[config.mk]
export PLATFORM = sky130hd
export DESIGN_NAME = serial_addsub_ctrl_flat
export DESIGN_NICKNAME = d
export VERILOG_FILES = /design/src/rtl/serial_addsub_ctrl_if.sv /design/src/rtl/serial_addsub_ctrl.sv /design/src/flat_wrapper.sv
export SDC_FILE = /design/constraint.sdc
export NUM_CORES = 1
export LEC_CHECK = 0
export CORE_MARGIN = 1.5
export CORE_UTILIZATION = 30
export CTS_CLUSTER_SIZE = 20
export DETAILED_ROUTE_END_ITERATION = 10
export HOLD_SLACK_MARGIN = 0.12
export SLEW_MARGIN = 20
export SYNTH_ARGS = -nofsm -noshare
export SYNTH_HDL_FRONTEND = slang
export SYNTH_SLANG_ARGS = --single-unit
[constraint.sdc]
create_clock -name clk -period 2.65 [get_ports clk]
set_input_delay 0.53 -clock clk [delete_from_list [all_inputs] [get_ports clk]]
set_output_delay 0.53 -clock clk [all_outputs]
set_load 0.01 [all_outputs]
[src/rtl/serial_addsub_ctrl_if.sv]
// Request/result bundle between a requester and the serial add/sub sequencer.
// The requester (master) drives start and operands; the sequencer (slave)
// returns handshake status, the registered result and its flags.
interface serial_addsub_ctrl_if #(
    parameter int NIBBLES = 4
);
    localparam int W = 4 * NIBBLES;

    logic         start;
    logic [W-1:0] A;
    logic [W-1:0] B;
    logic         addsub;
    logic         ready;
    logic         busy;
    logic         done;
    logic [W-1:0] F;
    logic         cf;
    logic         zero;
    logic         of;

    modport master (
        output start, A, B, addsub,
        input  ready, busy, done, F, cf, zero, of
    );

    modport slave (
        input  start, A, B, addsub,
        output ready, busy, done, F, cf, zero, of
    );
endinterface

[src/rtl/serial_addsub_ctrl.sv]
// Serial wide add/subtract: one 4-bit add/sub slice is reused for NIBBLES
// cycles, least-significant nibble first, with the carry held in a register.
// Flags (cf, zero, of) describe the full-width result.
// Optional feature: define SERIAL_ADDSUB_SAT_EN to clamp the result to the
// signed limit on overflow instead of wrapping (cf/of stay unsaturated).
module serial_addsub_ctrl #(
    parameter int NIBBLES = 4
) (
    input  logic               clk,
    input  logic               rst,
    serial_addsub_ctrl_if.slave bus
);
    localparam int         W    = 4 * NIBBLES;
    localparam logic [2:0] LAST = 3'(NIBBLES - 1);

    typedef enum logic [1:0] {IDLE, RUN, DONE} state_t;

    state_t       state;
    logic [W-1:0] a_q;       // latched A, shifted down one nibble per RUN cycle
    logic [W-1:0] b_q;       // latched B, shifted the same way
    logic [W-1:0] res_q;     // result nibbles written so far
    logic         sub_q;
    logic         c_q;
    logic [2:0]   idx_q;

    logic         ready_q;
    logic         busy_q;
    logic         done_q;
    logic [W-1:0] f_q;
    logic         cf_q;
    logic         zero_q;
    logic         of_q;

    logic [3:0]   a_nib;
    logic [3:0]   b_nib;
    logic [4:0]   sum;
    logic [4:0]   sh_amt;
    logic [W-1:0] nib_mask;
    logic [W-1:0] nib_ins;
    logic [W-1:0] res_next;
    logic [W-1:0] f_next;
    logic         of_raw;

`ifdef SERIAL_ADDSUB_SAT_EN
    // Clamp toward the sign of A when the signed result overflowed.
    function automatic logic signed [W-1:0] sat_clamp(
        input logic signed [W-1:0] raw,
        input logic                ovf,
        input logic                a_msb
    );
        if (!ovf)
            return raw;
        else if (a_msb)
            return {1'b1, {(W-1){1'b0}}};
        else
            return {1'b0, {(W-1){1'b1}}};
    endfunction
`endif

    // One slice of add/sub for the current nibble, plus the merged result.
    always_comb begin
        a_nib    = a_q[3:0];
        b_nib    = b_q[3:0] ^ {4{sub_q}};
        sum      = {1'b0, a_nib} + {1'b0, b_nib} + {4'b0000, c_q};
        sh_amt   = {idx_q, 2'b00};
        nib_mask = W'(4'hF) << sh_amt;
        nib_ins  = W'(sum[3:0]) << sh_amt;
        res_next = (res_q & ~nib_mask) | nib_ins;
        // Carry into the MSB recovered from the sum bit; XOR with carry out.
        of_raw   = (a_nib[3] ^ b_nib[3] ^ sum[3]) ^ sum[4];
`ifdef SERIAL_ADDSUB_SAT_EN
        f_next   = sat_clamp(res_next, of_raw, a_nib[3]);
`else
        f_next   = res_next;
`endif
    end

    // Sequencer FSM with registered handshake, result and flags.
    always_ff @(posedge clk or posedge rst) begin
        if (rst) begin
            state   <= IDLE;
            a_q     <= '0;
            b_q     <= '0;
            res_q   <= '0;
            sub_q   <= 1'b0;
            c_q     <= 1'b0;
            idx_q   <= 3'd0;
            ready_q <= 1'b1;
            busy_q  <= 1'b0;
            done_q  <= 1'b0;
            f_q     <= '0;
            cf_q    <= 1'b0;
            zero_q  <= 1'b0;
            of_q    <= 1'b0;
        end else begin
            case (state)
                IDLE: begin
                    if (bus.start) begin
                        a_q     <= bus.A;
                        b_q     <= bus.B;
                        sub_q   <= bus.addsub;
                        c_q     <= bus.addsub;
                        idx_q   <= 3'd0;
                        ready_q <= 1'b0;
                        busy_q  <= 1'b1;
                        state   <= RUN;
                    end
                end
                RUN: begin
                    res_q <= res_next;
                    a_q   <= a_q >> 4;
                    b_q   <= b_q >> 4;
                    c_q   <= sum[4];
                    idx_q <= idx_q + 3'd1;
                    if (idx_q == LAST) begin
                        f_q    <= f_next;
                        cf_q   <= sum[4] ^ sub_q;
                        of_q   <= of_raw;
                        zero_q <= (f_next == '0);
                        busy_q <= 1'b0;
                        done_q <= 1'b1;
                        state  <= DONE;
                    end
                end
                DONE: begin
                    done_q  <= 1'b0;
                    ready_q <= 1'b1;
                    state   <= IDLE;
                end
                default: begin
                    done_q  <= 1'b0;
                    busy_q  <= 1'b0;
                    ready_q <= 1'b1;
                    state   <= IDLE;
                end
            endcase
        end
    end

    assign bus.ready = ready_q;
    assign bus.busy  = busy_q;
    assign bus.done  = done_q;
    assign bus.F     = f_q;
    assign bus.cf    = cf_q;
    assign bus.zero  = zero_q;
    assign bus.of    = of_q;
endmodule

[src/flat_wrapper.sv]
// flat-port wrapper written by rule: the top's interface ports become plain ports
module serial_addsub_ctrl_flat 
#(
    parameter int NIBBLES = 4
)
  (clk, rst, bus_start, bus_A, bus_B, bus_addsub, bus_ready, bus_busy, bus_done, bus_F, bus_cf, bus_zero, bus_of);
  serial_addsub_ctrl_if #(.NIBBLES(NIBBLES)) bus_i ();
  input  logic clk;
  input  logic rst;
  input wire logic [$bits(bus_i.start)-1:0] bus_start;
  input wire logic [$bits(bus_i.A)-1:0] bus_A;
  input wire logic [$bits(bus_i.B)-1:0] bus_B;
  input wire logic [$bits(bus_i.addsub)-1:0] bus_addsub;
  output wire logic [$bits(bus_i.ready)-1:0] bus_ready;
  output wire logic [$bits(bus_i.busy)-1:0] bus_busy;
  output wire logic [$bits(bus_i.done)-1:0] bus_done;
  output wire logic [$bits(bus_i.F)-1:0] bus_F;
  output wire logic [$bits(bus_i.cf)-1:0] bus_cf;
  output wire logic [$bits(bus_i.zero)-1:0] bus_zero;
  output wire logic [$bits(bus_i.of)-1:0] bus_of;
  assign bus_i.start = bus_start;
  assign bus_i.A = bus_A;
  assign bus_i.B = bus_B;
  assign bus_i.addsub = bus_addsub;
  assign bus_ready = bus_i.ready;
  assign bus_busy = bus_i.busy;
  assign bus_done = bus_i.done;
  assign bus_F = bus_i.F;
  assign bus_cf = bus_i.cf;
  assign bus_zero = bus_i.zero;
  assign bus_of = bus_i.of;
  serial_addsub_ctrl #(.NIBBLES(NIBBLES)) u_core (.clk(clk), .rst(rst), .bus(bus_i));
endmodule
==> metrics.log <==
[metrics] Synthesized Nets: 411
[metrics] sum of net half-perimeters after detailed placement: 5718 um
[metrics] clock-pin slew of the registers on the worst-case setup and hold paths: 0.06 ns
[metrics] run status: complete, but fails checks
[metrics] routed via count: 2,658
[metrics] first-pass GRT wire length: 13,480 um
[metrics] transition time of the tightest slew-check pin: 0.5210 ns
[metrics] drt wl/cell: 14.17 um
[metrics] post-detailed-route count of antenna-violating nets: 0
[metrics] fraction of the mapped netlist area in adder cells: 4.270%
[metrics] number of synthesized register bits: 76
[metrics] vertical die dimension: 112.2 um
[metrics] top fanout value on the critical path: 5
[metrics] max frequency: 0.3791 GHz
[metrics] dominant register cell in the synthesized netlist: dfrtp_1
[metrics] Critical Path Start Type: flip-flop
[metrics] Buffers & Inverters on Critical Path: 1
[metrics] via count of the first global-routing pass: 2,738
[metrics] Net count, final: 465
[metrics] number of buffer cells added on primary ports: 57
[metrics] die area: 12,580 sq um
[metrics] Initial Utilization: 31.04%
[metrics] worst min-delay path class: reg -> reg
[metrics] max-slew violation total from the final report: 0
[metrics] Placer Congestion: 0.8601
[metrics] share of layout cells above drive strength 1: 9.005%
[metrics] Worst path slowest cell: dfrtp_1
[metrics] Remaining DRCs: 5
[metrics] iteration-0 DRC count of the detailed router: 184
[metrics] die boundary width: 112.2 um
[metrics] shortest period the worst path allows: 2.638 ns
[metrics] Post-Synth XOR/XNOR Area: 1.715%
[metrics] Syn Inst Count: 364
[metrics] number of antenna violations at the first check in global routing: 0
[metrics] CTS tree: built
[metrics] cell breakdown of the critical path: xnor2_2, fa_2, inv_2, fa_1, nor2b_4, a222oi_1, nand4_1, a2111o_1, o31ai_2
[metrics] Max Clock Skew: 0.007858 ns
[metrics] sequential-to-total area share from yosys stat: 53.24%
[metrics] mux cell area share after synthesis: 6.755%
[metrics] post-synth design cell area: 3575 sq um
[metrics] Crit path required time: 2.89 ns
[metrics] max-slew headroom at the worst pin: 65.00%
[metrics] compound-gate portion of the synthesized area: 15.68%
[metrics] DR vias/cell: 4.704
[metrics] Crit path largest cell delay: 0.41 ns
[metrics] Post-Syn Area per Cell: 9.821 sq um
[metrics] count of maximum capacitance violations: 0
[metrics] kind of end point of the critical path: flip-flop
[metrics] drt total wl: 8004 um
[metrics] PwrDens: 1249 nW/um^2
[metrics] insertion delay to the later sink of the worst-skew pair: 0.34 ns
[metrics] CTS sink count: 76
[metrics] maximum number of pins on one net before global-route repair: 49
[metrics] CTS Buf Count: 9
[metrics] Final Hold Slack: 0.4771 ns
[metrics] largest delay contributor family on the critical path: compound AO/OA/AOI/OAI gates
[metrics] antenna diode count: 0
[metrics] H-tree level count: 3
[metrics] pre-CTS setup slack: -0.07060 ns
[metrics] worst path arrival time: 2.88 ns
[metrics] I/O pin count: 58
[metrics] Tcrit/Tclk final: 99.55%
[metrics] clock tree buffer depth: 2
[metrics] setup slack on the worst flop-to-flop path: 0.01 ns
[metrics] Worst Hold Launch: u_core.a_q[10]
[metrics] number of synthesized flops with an enable pin: 0
[metrics] router iterations before antenna repair: 9
[metrics] growth of design area from synthesis to finish: 30.28%
[metrics] total congestion overflow after global routing: 0
[metrics] final-report hold violation count: 0
[metrics] dominant combinational cell family by area after synthesis: compound AO/OA/AOI/OAI gates
[metrics] min setup slack post-route: 0.01198 ns
[metrics] start-to-end type of the worst setup path: reg -> reg
[metrics] leakage power figure: 2.019 nW
[metrics] share of synthesized registers carrying an async set or reset: 100.0%
[metrics] filler cell count: 1,141
[metrics] setup repair after global routing missed its margin: yes
[metrics] Reg2Reg Depth: 9
[metrics] Total Neg Setup Slack: 0 ns
[metrics] global-route total usage across every layer: 13.63%
[metrics] number of cells after detailed placement: 550
[metrics] WHS Endpoint: u_core.a_q[6]
[metrics] violations in the final reports: DRC
[metrics] worst voltage drop across the vdd grid: 0.4470 mV
[metrics] final non-filler cell total: 565
[metrics] # rows: 39
[metrics] Netlist cell types: 41
[metrics] clock root buffer: clkbuf_16
[metrics] Post-Synth Simple-Gate Area: 13.93%
[metrics] core box area: 11,520 sq um
[metrics] number of warnings reported in the yosys synthesis log: 0
[metrics] reg-to-reg critical path startpoint: u_core.sub_q
[metrics] number of cells on the worst hold path: 2
[metrics] endpoint of the lowest-slack register-to-register path: u_core.bus.zero
[metrics] Setup violations, final: 0
[metal layers]
metal	global-route usage (%)	up-vias	wire, um
met5	0	-	0
met4	5.570	0	137
met3	4.212	13	405
met2	21.72	61	3703
met1	17.32	1231	3758
li1	-	1353	-
[report_power, final]
group / internal, mW / switching, mW
Clock: 0.747 / 0.447
Combinational: 1.18 / 1.48
Sequential: 1.63 / 0.344
Total: 3.55 / 2.27
[cell usage in the layout, fill, tap and decap left out, types with 2 or more instances in the layout]
master	netlist	final
a21o_1	3	3
a21oi_1	4	4
a22o_1	2	2
a22oi_1	8	7
buf_12	0	3
buf_4	1	7
clkbuf_16	0	9
clkdlybuf4s50_1	0	57
clkinvlp_4	0	2
dfrtp_1	75	75
ha_1	9	9
inv_1	11	9
inv_2	0	2
mux2i_1	23	23
nand2_1	84	84
nand2b_1	4	4
nand3_1	4	4
nand4_1	2	2
nor2_1	10	10
nor2b_1	5	2
nor2b_4	1	4
o21ai_0	66	66
o22ai_1	2	2
o41a_1	3	3
xnor2_1	3	2
xor2_1	4	4
[cell families (layout without fill, tap and decap cells)]
family,count (synthesis),count (layout)
compound gates,95,95
xor+xnor,7,7
fa+ha+maj,11,11
buf+inv,35,93
flops,76,76
mux,24,24
simple gates,116,116
[cells in the mapped netlist (all sizes together), types with 2 or more instances]
cell type	instances	area, sq um
a21o	3	22.52
a21oi	4	20.02
a22o	2	17.52
a22oi	8	60.06
buf	6	45.04
clkbuf	18	71.32
dfrtp	75	1877
fa	2	40.04
ha	9	112.6
inv	11	41.29
mux2i	23	230.2
nand2	84	315.3
nand2b	4	25.02
nand3	4	20.02
nand4	2	12.51
nor2	10	37.54
nor2b	6	45.04
o21ai	66	330.3
o22ai	2	12.51
o31ai	2	20.02
o41a	3	33.78
xnor2	3	26.28
xor2	4	35.03
[final cells by class]
cell class,instances,area [sq um],area share (%)
Tap cell,143,178.9,3.842
Clock inverter,4,50.05,1.075
Multi-Input combinational cell,253,1558,33.45
Inverter,11,41.29,0.8866
Clock buffer,11,242.7,5.212
Timing Repair Buffer,67,683.2,14.67
Sequential cell,76,1903,40.87
[worst reg2reg max path, cell delays in order, from the launching register on]
cell,delay [ns]
dfrtp_1,0.41
xnor2_2,0.17
fa_2,0.36
inv_2,0.07
fa_1,0.39
nor2b_4,0.16
a222oi_1,0.35
nand4_1,0.13
a2111o_1,0.31
o31ai_2,0.21
[what timing repair did]
| item | in CTS | in global routing |
|---|---|---|
| gates resized for setup | 4 | 2 |
| endpoints found under the setup margin | 1 | 1 |
| endpoints found under the hold margin | 0 | 0 |
| pin swaps | 1 | 3 |
| hold buffers | 0 | 0 |
| cloned | 0 | 0 |
| setup buffers | 0 | 0 |
[worst max path at each step]
stage | startpoint | to | slack (ns) | cells past startpoint
3_3_place_gp | u_core.b_q[0] | u_core.bus.zero | 0.01 | 9
3_5_place_dp | u_core.b_q[0] | u_core.bus.zero | -0.07 | 9
4_1_cts | u_core.sub_q | u_core.bus.zero | 0.02 | 9
2_1_floorplan | u_core.sub_q | u_core.bus.zero | 0.01 | 10
5_1_grt | u_core.sub_q | u_core.bus.zero | -0.11 | 9
6_report | u_core.sub_q | u_core.bus.zero | 0.01 | 9
[state kept, by name, indices dropped and copies added (netlist names), 2 cells and up]
name and flops:
u_core.idx_q 3, u_core.b_q 16, u_core.a_q 16, u_core.bus.F 16
u_core.state 2, u_core.res_q 15
[through the flow]
step,power [mW],utilization (%),cell area [sq um]
floorplan,3.678,-,3581
global placement,4.502,37.67,4338
detailed placement,4.569,37.67,4338
CTS,5.853,40.38,4651
global route,6.295,40.44,4657
finish,5.814,40.44,4657
(Power assumes the default switching activity.)
